==> src/rtl/video_timing_pattern.sv <==
// Video timing generator with a built-in pattern source (bars, checkerboard,
// gradient, solid fill). Every output is registered one cycle after the counters.
module video_timing_pattern #(
    parameter int H_ACTIVE   = 640,
    parameter int H_FP       = 16,
    parameter int H_SYNC     = 96,
    parameter int H_BP       = 48,
    parameter int V_ACTIVE   = 480,
    parameter int V_FP       = 10,
    parameter int V_SYNC     = 2,
    parameter int V_BP       = 33,
    parameter bit H_SYNC_POL = 1'b0,
    parameter bit V_SYNC_POL = 1'b0,
    parameter int C_bits     = 8,
    parameter int CHECK_LOG2 = 5
) (
    input  logic                  clk_pixel,
    input  logic                  resetn,
    input  logic                  enable,
    input  logic [2:0]            pattern_sel,
    input  logic [3*C_bits-1:0]   fill_rgb,
    output logic [C_bits-1:0]     vga_r,
    output logic [C_bits-1:0]     vga_g,
    output logic [C_bits-1:0]     vga_b,
    output logic                  vga_hsync,
    output logic                  vga_vsync,
    output logic                  vga_blank,
    output logic                  frame_start,
    output logic [15:0]           frame_count
);

    localparam int H_TOTAL = H_ACTIVE + H_FP + H_SYNC + H_BP;
    localparam int V_TOTAL = V_ACTIVE + V_FP + V_SYNC + V_BP;
    localparam int HW      = $clog2(H_TOTAL);
    localparam int VW      = $clog2(V_TOTAL);
    localparam int BAR_W   = H_ACTIVE / 8;
    localparam int BW      = $clog2(BAR_W + 1);
    localparam int EXT_W   = (C_bits > 32) ? C_bits : 32;

    logic [HW-1:0] hcnt;
    logic [VW-1:0] vcnt;
    logic [BW-1:0] bar_cnt;
    logic [2:0]    bar_idx;
    logic [2:0]    pat;

    logic              h_last, v_last, origin_p0, active_p0, hsync_on_p0, vsync_on_p0;
    logic [2:0]        cur_pat_p0;
    logic [C_bits-1:0] r_p0, g_p0, b_p0;

    function automatic logic [C_bits-1:0] rail(input logic on);
        return {C_bits{on}};
    endfunction

    function automatic logic [C_bits-1:0] chan(input logic [EXT_W-1:0] v);
        return v[C_bits-1:0];
    endfunction

    function automatic logic check_bit(input logic [EXT_W-1:0] v);
        return v[CHECK_LOG2];
    endfunction

    assign h_last    = (hcnt == HW'(H_TOTAL - 1));
    assign v_last    = (vcnt == VW'(V_TOTAL - 1));
    assign origin_p0 = (hcnt == '0) && (vcnt == '0);

    // Stage 0: raster counters, bar tracker and per-frame pattern latch
    always_ff @(posedge clk_pixel) begin
        if (!resetn) begin
            hcnt        <= '0;
            vcnt        <= '0;
            bar_cnt     <= '0;
            bar_idx     <= '0;
            pat         <= '0;
            frame_count <= '0;
        end else if (enable) begin
            if (origin_p0) pat <= pattern_sel;
            if (h_last) begin
                hcnt    <= '0;
                bar_cnt <= '0;
                bar_idx <= '0;
                if (v_last) begin
                    vcnt        <= '0;
                    frame_count <= frame_count + 16'd1;
                end else begin
                    vcnt <= vcnt + VW'(1);
                end
            end else begin
                hcnt <= hcnt + HW'(1);
                if (bar_cnt == BW'(BAR_W - 1)) begin
                    bar_cnt <= '0;
                    bar_idx <= bar_idx + 3'd1;
                end else begin
                    bar_cnt <= bar_cnt + BW'(1);
                end
            end
        end
    end

    // Pixel (0,0) already uses the newly requested pattern.
    always_comb begin
        active_p0   = (int'(hcnt) < H_ACTIVE) && (int'(vcnt) < V_ACTIVE);
        hsync_on_p0 = (int'(hcnt) >= H_ACTIVE + H_FP) && (int'(hcnt) < H_ACTIVE + H_FP + H_SYNC);
        vsync_on_p0 = (int'(vcnt) >= V_ACTIVE + V_FP) && (int'(vcnt) < V_ACTIVE + V_FP + V_SYNC);
        cur_pat_p0  = origin_p0 ? pattern_sel : pat;
        r_p0 = '0;
        g_p0 = '0;
        b_p0 = '0;
        case (cur_pat_p0)
            3'd1: begin
                r_p0 = rail(~bar_idx[1]);
                g_p0 = rail(~bar_idx[2]);
                b_p0 = rail(~bar_idx[0]);
            end
            3'd2: begin
                r_p0 = rail(check_bit(EXT_W'(hcnt)) ^ check_bit(EXT_W'(vcnt)));
                g_p0 = r_p0;
                b_p0 = r_p0;
            end
            3'd3: begin
                r_p0 = chan(EXT_W'(hcnt));
                g_p0 = chan(EXT_W'(vcnt));
                b_p0 = chan(EXT_W'(frame_count));
            end
            3'd4: begin
                r_p0 = fill_rgb[3*C_bits-1:2*C_bits];
                g_p0 = fill_rgb[2*C_bits-1:C_bits];
                b_p0 = fill_rgb[C_bits-1:0];
            end
            default: ;
        endcase
        if (!active_p0) begin
            r_p0 = '0;
            g_p0 = '0;
            b_p0 = '0;
        end
    end

    // Stage 1: registered video outputs, blanked while reset or paused
    always_ff @(posedge clk_pixel) begin
        if (!resetn || !enable) begin
            vga_r       <= '0;
            vga_g       <= '0;
            vga_b       <= '0;
            vga_hsync   <= ~H_SYNC_POL;
            vga_vsync   <= ~V_SYNC_POL;
            vga_blank   <= 1'b1;
            frame_start <= 1'b0;
        end else begin
            vga_r       <= r_p0;
            vga_g       <= g_p0;
            vga_b       <= b_p0;
            vga_hsync   <= hsync_on_p0 ? H_SYNC_POL : ~H_SYNC_POL;
            vga_vsync   <= vsync_on_p0 ? V_SYNC_POL : ~V_SYNC_POL;
            vga_blank   <= ~active_p0;
            frame_start <= origin_p0;
        end
    end

endmodule

==> config.mk <==
export PLATFORM = sky130hd
export DESIGN_NAME = video_timing_pattern
export DESIGN_NICKNAME = d
export VERILOG_FILES = /design/src/rtl/video_timing_pattern.sv
export SDC_FILE = /design/constraint.sdc
export NUM_CORES = 1
export LEC_CHECK = 0
export BUFFER_PORTS_ARGS = -buffer_cell sky130_fd_sc_hd__buf_2
export CELL_PAD_IN_SITES_DETAIL_PLACEMENT = 1
export CELL_PAD_IN_SITES_GLOBAL_PLACEMENT = 1
export CORE_MARGIN = 2
export CORE_UTILIZATION = 30
export CTS_CLUSTER_DIAMETER = 30
export DETAILED_ROUTE_END_ITERATION = 10
export PLACE_DENSITY = 0.67
export SLEW_MARGIN = 20
export SYNTH_ARGS = -nofsm -noshare
export SYNTH_HDL_FRONTEND = slang
export SYNTH_SLANG_ARGS = --single-unit
export TNS_END_PERCENT = 5
==> constraint.sdc <==
create_clock -name clk_pixel -period 3.19 [get_ports clk_pixel]
set_clock_uncertainty 0.1 [all_clocks]
set_input_delay 0.1595 -clock clk_pixel [delete_from_list [all_inputs] [get_ports clk_pixel]]
set_output_delay 0.1595 -clock clk_pixel [all_outputs]
set_load 0.02 [all_outputs]
==> reports/metrics.csv, run 1 <==
stage;metric;value;unit
floorplanning;die span in x;114;µm
global_route;total congestion overflow after global routing;0;
timing;final number of max-transition violations;0;
global_route;antenna violations before repair;1;
setup_path;CP endpoint kind;flip-flop;
power_and_ir_drop;power density over the cells;553;nW/µm²
layout;Reg area;1540;µm²
timing;number of hold violations in the final report;0;
synth;top cell type's share of synthesized area;42.7;%
clock_tree;clk_lat worst skew;0.35;ns
synth;most frequently used flop master after synthesis;sky130_fd_sc_hd__dfxtp_1;
synth;top cells by area in the synthesized netlist;sky130_fd_sc_hd__dfxtp_1, sky130_fd_sc_hd__a222oi_1, sky130_fd_sc_hd__xor2_1;
route;wire length after detailed routing;10300;µm
place;estimated wirelength of the detail-placed design;7630;µm
timing;setup TNS after final layout;0;ns
route;DRC violation count after routing;0;
synth;cell type with the largest total area after synthesis;sky130_fd_sc_hd__dfxtp_1;
flow_run;number of max-cap violations;0;
route;DRC marker count from the first detailed-route iteration;226;
route;Routed WL per cell;17.0;µm
layout;# nets final;494;
synth;most used standard cells in the synthesized netlist;sky130_fd_sc_hd__dfxtp_1, sky130_fd_sc_hd__nor2_1, sky130_fd_sc_hd__nand2_1, sky130_fd_sc_hd__a222oi_1, sky130_fd_sc_hd__nor3_1;
clock_tree;CTS sink cnt;77;
layout;area taken by multi-input logic gates;1940;µm²
timing;setup repair after global routing missed its margin;false;
setup_path;worst endpoint required time;3.35;ns
power_and_ir_drop;Combinational Power Share;12.1;%
floorplanning;Die ar.;12900;µm²
power_and_ir_drop;fraction of power spent switching nets;25.3;%
min_path;Cells on Worst Hold Path;3;
layout;share of cells above drive strength 1;27.1;%
timing;slew at the pin with the worst max-slew slack;0.561;ns
timing;top achievable clock speed;358;MHz
floorplanning;initial cell density of the core;30.4;%
power_and_ir_drop;total power;0.00250;W
floorplanning;chip height;114;µm
clock_tree;cts-stage hold buffer count;0;
power_and_ir_drop;Flop pwr share;39.9;%
synth;mean post-synth cell area;9.47;µm²
synth;proportion of register bits with asynchronous set or reset after synthesis;0;%
synth;Syn Inst Count;381;
power_and_ir_drop;net switching power figure;0.000633;W
setup_path;WS Path Type;reg -> reg;
power_and_ir_drop;share of power burned in the clock network;48.0;%
timing;minimum clock period after layout;2.80;ns
global_route;maximum number of pins on one net before global-route repair;26;
power_and_ir_drop;worst IR drop on VDD;0.203;mV
setup_path;terminus of the critical flop-to-flop path;vga_r[5];
setup_path;Worst Path Arrival;2.95;ns
synth;synthesized net count;418;
place;routability congestion estimate;0.786;
clock_tree;cells resized by post-CTS repair;0;
route;Detailed Routing Iterations Pass 1;7;
setup_path;CP startpoint kind;flip-flop;
clock_tree;Clock transition at path regs;0.06;ns
clock_tree;maximum root-to-sink buffer count;2;
run_status;outcome;finished, final reports clean;
synth;unique cell type count in the Yosys netlist;46;
timing;Max transition margin;62.5;%
power_and_ir_drop;internal power contribution;0.00187;W
clock_tree;CTS tree;built;
place;Port Buffer Count;73;
place;cell area after placement;4170;µm²
timing;final setup violating endpoints;0;
synth;cell area after synthesis;3610;µm²
route;remaining number of nets flagged by the antenna check after routing;0;
synth;share of the yosys chip area belonging to registers;42.7;%
layout;antenna fix cells;0;
setup_path;maximum fanout encountered on the critical timing path;8;
setup_path;depth of the most critical reg-to-reg path;8;
setup_path;setup slack of the worst register-to-register path;0.39;ns
clock_tree;number of setup buffers added after CTS;0;
floorplanning;count of pins on the block boundary;74;
layout;growth of design area from synthesis to finish;25.3;%
clock_tree;root buffer cell;sky130_fd_sc_hd__clkbuf_16;
synth;most frequent cell after synthesis;sky130_fd_sc_hd__dfxtp_1;
clock_tree;depth of the CTS H-tree;3;
min_path;Hold WC Path Type;in -> reg;
setup_path;Reg-to-Reg Start;hcnt[0];
floorplanning;total number of placement rows;40;
clock_tree;number of CTS-inserted buffers;9;
global_route;first-pass GRT wire length;16800;µm
layout;Util after Layout;38.1;%
synth;Synthesis Warnings;0;
floorplanning;floorplan core area;11900;µm²
layout;post-layout instance area;4520;µm²
global_route;via count of the first global-routing pass;3308;
setup_path;Critical Path Source;hcnt[0];
setup_path;CP endpoint;vga_r[5];
global_route;total global routing track utilization;16.8;%
timing;Final period util;87.6;%
route;Via-to-Cell Ratio;5.32;
layout;Fill cells;1347;
synth;#FFs+latches synth;77;
power_and_ir_drop;cell leakage power;1.79;nW
route;vias post-DR;3238;
synth;number of synthesized flops with an enable pin;0;
==> per-layer routing <==
| layer | up-vias | part of all wire, % | track usage, % |
|---|---|---|---|
| li1 | 1547 | - | - |
| met1 | 1582 | 45 | 21.0 |
| met2 | 93 | 47 | 27.5 |
| met3 | 16 | 5.4 | 3.83 |
| met4 | 0 | 2.4 | 8.13 |
| met5 | - | 0 | 0 |
==> through the flow <==
| step | hold slack [ns] | std cells | worst slack (ns) |
|---|---|---|---|
| 2_1_floorplan | 0.213 | 381 | 0.467 |
| 3_3_place_gp | 0.371 | 593 | 0.513 |
| 3_5_place_dp | 0.388 | 593 | 0.433 |
| 4_1_cts | 0.0205 | 609 | 0.417 |
| 5_1_grt | 0.0513 | 609 | 0.164 |
| 6_report | 0.0298 | 609 | 0.395 |
==> kinds of logic after synthesis <==
logic type | synth area share (%)
AND/OR/NAND/NOR | 27.1
AO/OA/AOI/OAI | 13.9
XOR/XNOR | 8.26
adder cells (fa/ha/maj) | 2.43
buffers and inverters | 3.61
flip-flops | 42.7
multiplexers | 2.05
==> cell type report <==
type	count	share of cell area [%]
clock buffer	9	4.98
clock inverter	7	2.71
inverter	7	0.581
multi-input combinational	274	43.0
sequential	77	34.1
tap	147	4.07
timing repair buffer	88	10.6
==> critical path, stage by stage (launching register included) <==
cell and delay (ns):
sky130_fd_sc_hd__dfxtp_1 0.36, sky130_fd_sc_hd__inv_1 0.08, sky130_fd_sc_hd__ha_1 0.14, sky130_fd_sc_hd__nor4b_1 0.42
sky130_fd_sc_hd__nand4b_2 0.31, sky130_fd_sc_hd__or4b_4 0.62, sky130_fd_sc_hd__o221ai_4 0.34, sky130_fd_sc_hd__a222oi_1 0.16
sky130_fd_sc_hd__nor3_1 0.17
==> placed cells by master (no fill, tap or decap), types with 15 or more instances in the layout <==
| master | instances |
|---|---|
| sky130_fd_sc_hd__dfxtp_1 | 77 |
| sky130_fd_sc_hd__buf_2 | 73 |
| sky130_fd_sc_hd__nor3_1 | 24 |
| sky130_fd_sc_hd__nand2_1 | 25 |
| sky130_fd_sc_hd__xnor2_1 | 15 |
| sky130_fd_sc_hd__nor2_1 | 35 |
| sky130_fd_sc_hd__nand4_1 | 16 |
| sky130_fd_sc_hd__xor2_1 | 18 |
| sky130_fd_sc_hd__buf_4 | 15 |
| sky130_fd_sc_hd__a222oi_1 | 24 |
==> worst min-delay path by stage <==
stage / to / startpoint / slack, ns
finish: vga_r[2] / fill_rgb[18] / 0.03
global route: vga_r[2] / fill_rgb[18] / 0.05
CTS: vga_r[2] / fill_rgb[18] / 0.02
detailed placement: vga_r[2] / fill_rgb[18] / 0.39
global placement: vga_g[4] / fill_rgb[12] / 0.37
floorplan: frame_count[1] / resetn / 0.21
==> power groups by stage <==
stage,clock network (W),logic (W),registers (W)
after floorplan,0,0.000184,0.00103
after global placement,0,0.000295,0.00102
after detailed placement,0,0.000303,0.00102
after CTS,0.00123,0.000305,0.000998
after global routing,0.00127,0.000329,0.00100
final,0.00120,0.000303,0.000998
==> sequential cells by signal, summed over array words and instances, names as in the netlist <==
signal / cells
bar_cnt: 7
vcnt: 10
vga_blank: 1
frame_count: 16
bar_idx: 3
vga_hsync: 1
vga_g: 8
hcnt: 10
vga_vsync: 1
pat: 3
vga_b: 8
vga_r: 8
frame_start: 1
(Power assumes the default switching activity.)
==> run 2: changes to the inputs <==
==> constraint.sdc (replaced) <==
create_clock -name clk_pixel -period 3.19 [get_ports clk_pixel]
set_clock_uncertainty 0.1 [all_clocks]
set_input_delay 0.638 -clock clk_pixel [delete_from_list [all_inputs] [get_ports clk_pixel]]
set_output_delay 0.638 -clock clk_pixel [all_outputs]
set_load 0.02 [all_outputs]
==> run 2 against run 1 <==
Via count is 3.0% lower. Fmax up 4.1%. Worst setup slack gained 0.11 ns. Largest cell class unchanged. Flip-flop and latch count unchanged. Global-route usage is 0.39 points lower.
==> reports/metrics.csv, run 2 (synthesized netlist as in run 1, its figures left out) <==
stage;metric;value;unit;change
global_route;total global routing track utilization;16.4;%;-0.39 points
setup_path;CP endpoint;frame_count[15];;
place;cell area after placement;4170;µm²;unchanged
clock_tree;Clock transition at path regs;0.06;ns;about the same
global_route;maximum number of pins on one net before global-route repair;21;;-19%
route;Routed WL per cell;16.6;µm;-1.9%
route;Via-to-Cell Ratio;5.16;;-3.0%
timing;final number of max-transition violations;0;;unchanged
place;estimated wirelength of the detail-placed design;7470;µm;-2.1%
setup_path;CP top delay family;simple AND/OR/NAND/NOR gates;;
timing;setup repair after global routing missed its margin;false;;
layout;most common cell after layout, fill and taps aside;sky130_fd_sc_hd__dfxtp_1;;
setup_path;Critical-path top delay cell;sky130_fd_sc_hd__or4b_1;;
clock_tree;clk_lat worst skew;0.34;ns;about the same
power_and_ir_drop;cell leakage power;1.79;nW;about the same
setup_path;setup slack of the worst register-to-register path;0.51;ns;+0.11 ns
clock_tree;root buffer cell;sky130_fd_sc_hd__clkbuf_16;;
layout;largest register by flop count;frame_count;;
global_route;first-pass GRT wire length;16900;µm;+0.75%
timing;number of hold violations in the final report;0;;unchanged
setup_path;worst endpoint required time;3.36;ns;about the same
timing;final-layout worst hold slack;0.420;ns;+0.391 ns
clock_tree;CTS sink cnt;77;;unchanged
power_and_ir_drop;power density over the cells;539;nW/µm²;-2.6%
clock_tree;cts-stage hold buffer count;0;;unchanged
clock_tree;cells resized by post-CTS repair;0;;unchanged
floorplanning;total number of placement rows;40;;unchanged
global_route;via count of the first global-routing pass;3227;;-2.4%
clock_tree;depth of the CTS H-tree;3;;unchanged
route;Detailed Routing Iterations Pass 1;6;;-1
layout;antenna fix cells;0;;unchanged
route;DRC marker count from the first detailed-route iteration;213;;-5.8%
route;vias post-DR;3142;;-3.0%
clock_tree;number of setup buffers added after CTS;0;;unchanged
setup_path;Critical Path Source;hcnt[5];;
clock_tree;number of CTS-inserted buffers;9;;unchanged
setup_path;cells traversed along the worst timing path;or4b_1, nor3_2, nand2_1, or3_1, or3_1, a21boi_1;;
floorplanning;Die ar.;12900;µm²;unchanged
flow_run;number of max-cap violations;0;;unchanged
route;wire length after detailed routing;10100;µm;-1.9%
layout;Largest register FFs;16;;unchanged
floorplanning;die span in x;114;µm;unchanged
timing;final setup violating endpoints;0;;unchanged
layout;growth of design area from synthesis to finish;24.7;%;
place;Port Buffer Count;73;;unchanged
setup_path;Reg-to-Reg Start;hcnt[5];;
setup_path;CP startpoint kind;flip-flop;;
route;DRC violation count after routing;0;;unchanged
global_route;antenna violations before repair;1;;unchanged
timing;Final period util;84.2;%;-3.5 points
setup_path;CP endpoint kind;flip-flop;;
layout;top library cells by usage in the layout, fill and taps aside;sky130_fd_sc_hd__dfxtp_1, sky130_fd_sc_hd__buf_2, sky130_fd_sc_hd__nor2_1;;
timing;setup TNS after final layout;0;ns;unchanged
layout;Top Registers;frame_count (16), hcnt (10), vcnt (10);;
floorplanning;chip height;114;µm;unchanged
setup_path;Worst Path Arrival;2.85;ns;-0.10 ns
setup_path;maximum fanout encountered on the critical timing path;9;;+1
setup_path;terminus of the critical flop-to-flop path;frame_count[15];;
setup_path;depth of the most critical reg-to-reg path;6;;-2
floorplanning;initial cell density of the core;30.4;%;unchanged
place;routability congestion estimate;0.761;;-3.3%
timing;minimum clock period after layout;2.68;ns;-0.110 ns
clock_tree;CTS tree;built;;
timing;slew at the pin with the worst max-slew slack;0.448;ns;-0.113 ns
min_path;Hold WC Path Type;reg -> reg;;
timing;Max transition margin;69.7;%;+7.2 points
clock_tree;maximum root-to-sink buffer count;2;;unchanged
layout;# nets final;494;;unchanged
setup_path;WS Path Type;reg -> reg;;
timing;top achievable clock speed;372;MHz;+4.1%
layout;post-layout instance area;4500;µm²;-0.47%
floorplanning;count of pins on the block boundary;74;;unchanged
floorplanning;floorplan core area;11900;µm²;unchanged
setup_path;Max stage delay on crit path;0.61;ns;about the same
run_status;outcome;finished, final reports clean;;
global_route;total congestion overflow after global routing;0;;unchanged
route;remaining number of nets flagged by the antenna check after routing;0;;unchanged
layout;share of cells above drive strength 1;26.8;%;-0.22 points
setup_path;count of cell instances traversed by the critical path;6;;-2
setup_path;Critical path buffers and inverters;0;;-1
power_and_ir_drop;worst IR drop on VDD;0.246;mV;+22%
setup_path;most frequent CP cell;sky130_fd_sc_hd__or3_1;;
==> run 2: cell types whose count changed in the layout (fill, tap and decap cells not counted), sizes merged <==
cell and change:
clkinvlp -2, clkinv +1, clkbuf +3, bufinv -1, inv -1
==> run 2: worst min-delay path by stage <==
stage | from | to | depth (start not counted)
CTS | hcnt[9] | vga_hsync | 1
floorplan | hcnt[9] | vga_hsync | 1
detailed placement | frame_count[15] | frame_count[15] | 2
finish | frame_count[15] | frame_count[15] | 2
global route | frame_count[15] | frame_count[15] | 2
global placement | frame_count[15] | frame_count[15] | 2
==> run 2: through the flow <==
stage | std cells | power [W] | setup slack, ns | util, %
6_report | 609 | 0.00243 | 0.505 | 37.9
5_1_grt | 609 | 0.00253 | 0.294 | 37.9
4_1_cts | 609 | 0.00245 | 0.456 | 37.9
3_5_place_dp | 593 | 0.00132 | 0.471 | 35.2
3_3_place_gp | 593 | 0.00131 | 0.512 | 35.2
2_1_floorplan | 381 | 0.00122 | 0.467 | -
==> run 2: power breakdown <==
part	internal (W)	leakage, nW	switching, W	total [W]
Sequential	0.000983	0.623	0.0000138	0.000997
Combinational	0.000120	1.01	0.000183	0.000303
Clock	0.000725	0.163	0.000401	0.00113
Total	0.00183	1.79	0.000597	0.00243
==> run 2: layer usage <==
metal,GRT usage [%],vias up,part of all wire (%)
met5,0,-,0
met4,4.39,0,1.1
met3,4.52,7,5.1
met2,27.7,72,48
li1,-,1538,-
met1,20.7,1525,46
==> run 2: cell type report <==
type                       count  area [µm²]
multi-input combinational    274        1940
timing repair buffer          88         478
fill                        1387        7360
sequential                    77        1540
inverter                       7        26.3
clock buffer                  12         256
tap                          147         184
clock inverter                 4        70.1
==> run 2: worst reg2reg max path, cell delays in order, from the launching register on <==
cell and delay (ns):
sky130_fd_sc_hd__dfxtp_1 0.41, sky130_fd_sc_hd__or4b_1 0.61, sky130_fd_sc_hd__nor3_2 0.27, sky130_fd_sc_hd__nand2_1 0.17
sky130_fd_sc_hd__or3_1 0.53, sky130_fd_sc_hd__or3_1 0.38, sky130_fd_sc_hd__a21boi_1 0.15
==> run 3: changes to the inputs <==
- ABC_AREA: default -> 1
- PLACE_DENSITY: 0.67 -> 0.69
- clock period: 3.19 -> 2.74 ns (I/O delays scaled with it)
==> run 3 against run 2 <==
Register-to-register slack got worse by 0.09 ns. Die area grew 11%. Fmax is 15% higher. Hold slack lost 0.026 ns. Count of clock-buffer cells in the layout grew 2. Critical path depth increased by 6. Flip-flop and latch count did not move. Critical endpoint is now vga_g[3]. Final cell count rose by 36%. Worst setup slack lost 0.092 ns. Critical path type unchanged. Non-clock buffer count fell by 4. Largest cell class unchanged. Area after synthesis increased by 11%.
==> reports/metrics.csv, run 3 <==
stage;metric;value;unit;change
run_status;outcome;finished, final reports clean;;
global_route;maximum number of pins on one net before global-route repair;26;;+24%
timing;Final period util;84.9;%;+0.74 points
floorplanning;initial cell density of the core;30.6;%;+0.14 points
timing;final number of max-transition violations;0;;unchanged
power_and_ir_drop;cell leakage power;2.14;nW;+20%
clock_tree;depth of the CTS H-tree;3;;unchanged
layout;Largest register FFs;16;;unchanged
route;remaining number of nets flagged by the antenna check after routing;0;;unchanged
global_route;first-pass GRT wire length;20300;µm;+20%
layout;top library cells by usage in the layout, fill and taps aside;sky130_fd_sc_hd__nand2_1, sky130_fd_sc_hd__nor2_1, sky130_fd_sc_hd__dfxtp_1;;
layout;antenna fix cells;0;;unchanged
floorplanning;die span in x;120;µm;+5.3%
clock_tree;clk_lat worst skew;0.33;ns;about the same
synth;cell type with the largest total area after synthesis;sky130_fd_sc_hd__dfxtp_1;;
route;DRC marker count from the first detailed-route iteration;216;;+1.4%
clock_tree;CTS tree;built;;
synth;synthesized net count;610;;+46%
layout;# nets final;683;;+38%
floorplanning;count of pins on the block boundary;74;;unchanged
synth;mean post-synth cell area;7.00;µm²;-26%
timing;setup repair after global routing missed its margin;false;;
power_and_ir_drop;power density over the cells;560;nW/µm²;+3.8%
min_path;Hold Crit Endpoint;frame_count[14];;
synth;proportion of register bits with asynchronous set or reset after synthesis;0;%;unchanged
synth;most frequently used flop master after synthesis;sky130_fd_sc_hd__dfxtp_1;;
layout;Top Registers;frame_count (16), hcnt (10), vcnt (10);;
global_route;total global routing track utilization;17.4;%;+0.99 points
synth;top cell type's share of synthesized area;38.4;%;-4.3 points
timing;setup TNS after final layout;0;ns;unchanged
timing;Max transition margin;69.3;%;-0.46 points
layout;most common cell after layout, fill and taps aside;sky130_fd_sc_hd__nand2_1;;
setup_path;WS Path Type;reg -> reg;;
power_and_ir_drop;worst IR drop on VDD;0.272;mV;+10%
route;DRC violation count after routing;0;;unchanged
place;Port Buffer Count;73;;unchanged
layout;growth of design area from synthesis to finish;20.2;%;
clock_tree;CTS sink cnt;77;;unchanged
route;vias post-DR;3991;;+27%
clock_tree;number of CTS-inserted buffers;9;;unchanged
floorplanning;total number of placement rows;42;;+5.0%
synth;Syn Inst Count;573;;+50%
synth;share of the yosys chip area belonging to registers;38.4;%;-4.3 points
global_route;via count of the first global-routing pass;4122;;+28%
synth;most frequent cell after synthesis;sky130_fd_sc_hd__nand2_1;;
clock_tree;cts-stage hold buffer count;0;;unchanged
setup_path;worst endpoint required time;2.90;ns;-0.46 ns
place;pre-CTS WS;0.439;ns;-0.0322 ns
timing;minimum clock period after layout;2.33;ns;-0.358 ns
global_route;total congestion overflow after global routing;0;;unchanged
synth;unique cell type count in the Yosys netlist;33;;-28%
clock_tree;root buffer cell;sky130_fd_sc_hd__clkbuf_16;;
setup_path;maximum fanout encountered on the critical timing path;25;;+16
timing;top achievable clock speed;430;MHz;+15%
route;Routed WL per cell;14.4;µm;-13%
synth;most used standard cells in the synthesized netlist;sky130_fd_sc_hd__nand2_1, sky130_fd_sc_hd__nor2_1, sky130_fd_sc_hd__dfxtp_1, sky130_fd_sc_hd__inv_1, sky130_fd_sc_hd__nand4_1;;
layout;share of cells above drive strength 1;19.1;%;-7.8 points
global_route;antenna violations before repair;0;;-1
setup_path;setup slack of the worst register-to-register path;0.41;ns;-0.09 ns
flow_run;number of max-cap violations;0;;unchanged
clock_tree;maximum root-to-sink buffer count;2;;unchanged
min_path;Hold WC Path Type;reg -> reg;;
timing;number of hold violations in the final report;0;;unchanged
synth;top cells by area in the synthesized netlist;sky130_fd_sc_hd__dfxtp_1, sky130_fd_sc_hd__nand2_1, sky130_fd_sc_hd__nor2_1;;
route;Via-to-Cell Ratio;4.83;;-6.3%
setup_path;CP endpoint kind;flip-flop;;
timing;slack of the critical path;0.414;ns;-0.0915 ns
clock_tree;number of setup buffers added after CTS;0;;unchanged
power_and_ir_drop;total power;0.00270;W;+11%
floorplanning;Die ar.;14300;µm²;+11%
min_path;launch instance of the worst min-delay path;frame_count[14];;
place;routability congestion estimate;0.873;;+15%
route;wire length after detailed routing;11900;µm;+18%
setup_path;depth of the most critical reg-to-reg path;12;;+6
route;Detailed Routing Iterations Pass 1;4;;-2
min_path;Cells on Worst Hold Path;2;;unchanged
synth;cell area after synthesis;4010;µm²;+11%
setup_path;CP startpoint kind;flip-flop;;
floorplanning;floorplan core area;13100;µm²;+11%
clock_tree;Clock transition at path regs;0.06;ns;about the same
layout;largest register by flop count;frame_count;;
floorplanning;chip height;120;µm;+5.3%
timing;slew at the pin with the worst max-slew slack;0.460;ns;+0.0121 ns
synth;#FFs+latches synth;77;;unchanged
setup_path;terminus of the critical flop-to-flop path;vga_g[3];;
setup_path;Reg-to-Reg Start;vcnt[0];;
place;estimated wirelength of the detail-placed design;9270;µm;+24%
setup_path;Worst Path Arrival;2.49;ns;-0.36 ns
synth;Synthesis Warnings;0;;unchanged
synth;number of synthesized flops with an enable pin;0;;unchanged
clock_tree;cells resized by post-CTS repair;0;;unchanged
timing;final setup violating endpoints;0;;unchanged
run 3: cell type report:
cell class	count	area (µm²)
Fill cell	1701	8310
Multi-Input combinational cell	409	2080
Sequential cell	77	1540
Timing Repair Buffer	84	448
Clock buffer	14	264
Inverter	65	244
Tap cell	176	220
Clock inverter	1	30.0
run 3: worst max-delay path by stage:
stage          startpoint       end  slack (ns)
2_1_floorplan     vcnt[0]  vga_b[2]        0.90
3_3_place_gp       enable   hcnt[9]        0.53
3_5_place_dp      vcnt[1]  vga_g[3]        0.44
4_1_cts           vcnt[0]  vga_g[3]        0.41
5_1_grt           vcnt[1]  vga_g[2]        0.15
6_report          vcnt[0]  vga_g[3]        0.41
run 3: cell families (layout without fill, tap and decap cells):
group	Yosys count	in the layout	share of synthesized area, %
DFF	77	77	38.4
xor gates and xnor gates	11	11	2.40
adders and majority gates	7	7	2.18
AOI/OAI and AO/OA	52	52	6.92
buffers and inverters	87	164	9.88
and+or+nand+nor	339	339	40.2
run 3: critical path, cell delays in order (launching register included):
cell and delay, ns:
sky130_fd_sc_hd__dfxtp_1 0.34, sky130_fd_sc_hd__inv_1 0.12, sky130_fd_sc_hd__ha_1 0.23, sky130_fd_sc_hd__inv_1 0.10, sky130_fd_sc_hd__nor3_2 0.23, sky130_fd_sc_hd__nand3_2 0.13, sky130_fd_sc_hd__nand2_1 0.09, sky130_fd_sc_hd__nand2_2 0.13
sky130_fd_sc_hd__nor2_8 0.29, sky130_fd_sc_hd__nand2_2 0.13, sky130_fd_sc_hd__nand2_2 0.18, sky130_fd_sc_hd__nor2_1 0.07, sky130_fd_sc_hd__nor2_1 0.10
run 3: routing by layer:
layer | wire length (µm) | track usage (%) | share of wire (%)
met1 | 5710 | 22.6 | 48
met2 | 5660 | 29.9 | 48
met3 | 353 | 2.14 | 3.0
met4 | 178 | 5.88 | 1.5
met5 | 0 | 0 | 0
run 3: metrics by stage:
step	hold slack, ns	util, %	area (µm²)	cells
final	0.395	36.7	4820	826
after global routing	0.420	36.7	4820	826
after CTS	0.396	36.7	4820	826
after detailed placement	0.378	34.5	4530	811
after global placement	0.372	34.5	4530	811
after floorplan	0.349	-	4010	573
run 3: report_power, final:
| group | total [W] | internal (W) | leakage, nW | switching, W |
|---|---|---|---|---|
| logic | 0.000335 | 0.000103 | 1.38 | 0.000232 |
| clock network | 0.00121 | 0.000752 | 0.143 | 0.000455 |
| registers | 0.00116 | 0.00115 | 0.623 | 0.0000120 |
| total | 0.00270 | 0.00200 | 2.14 | 0.000699 |
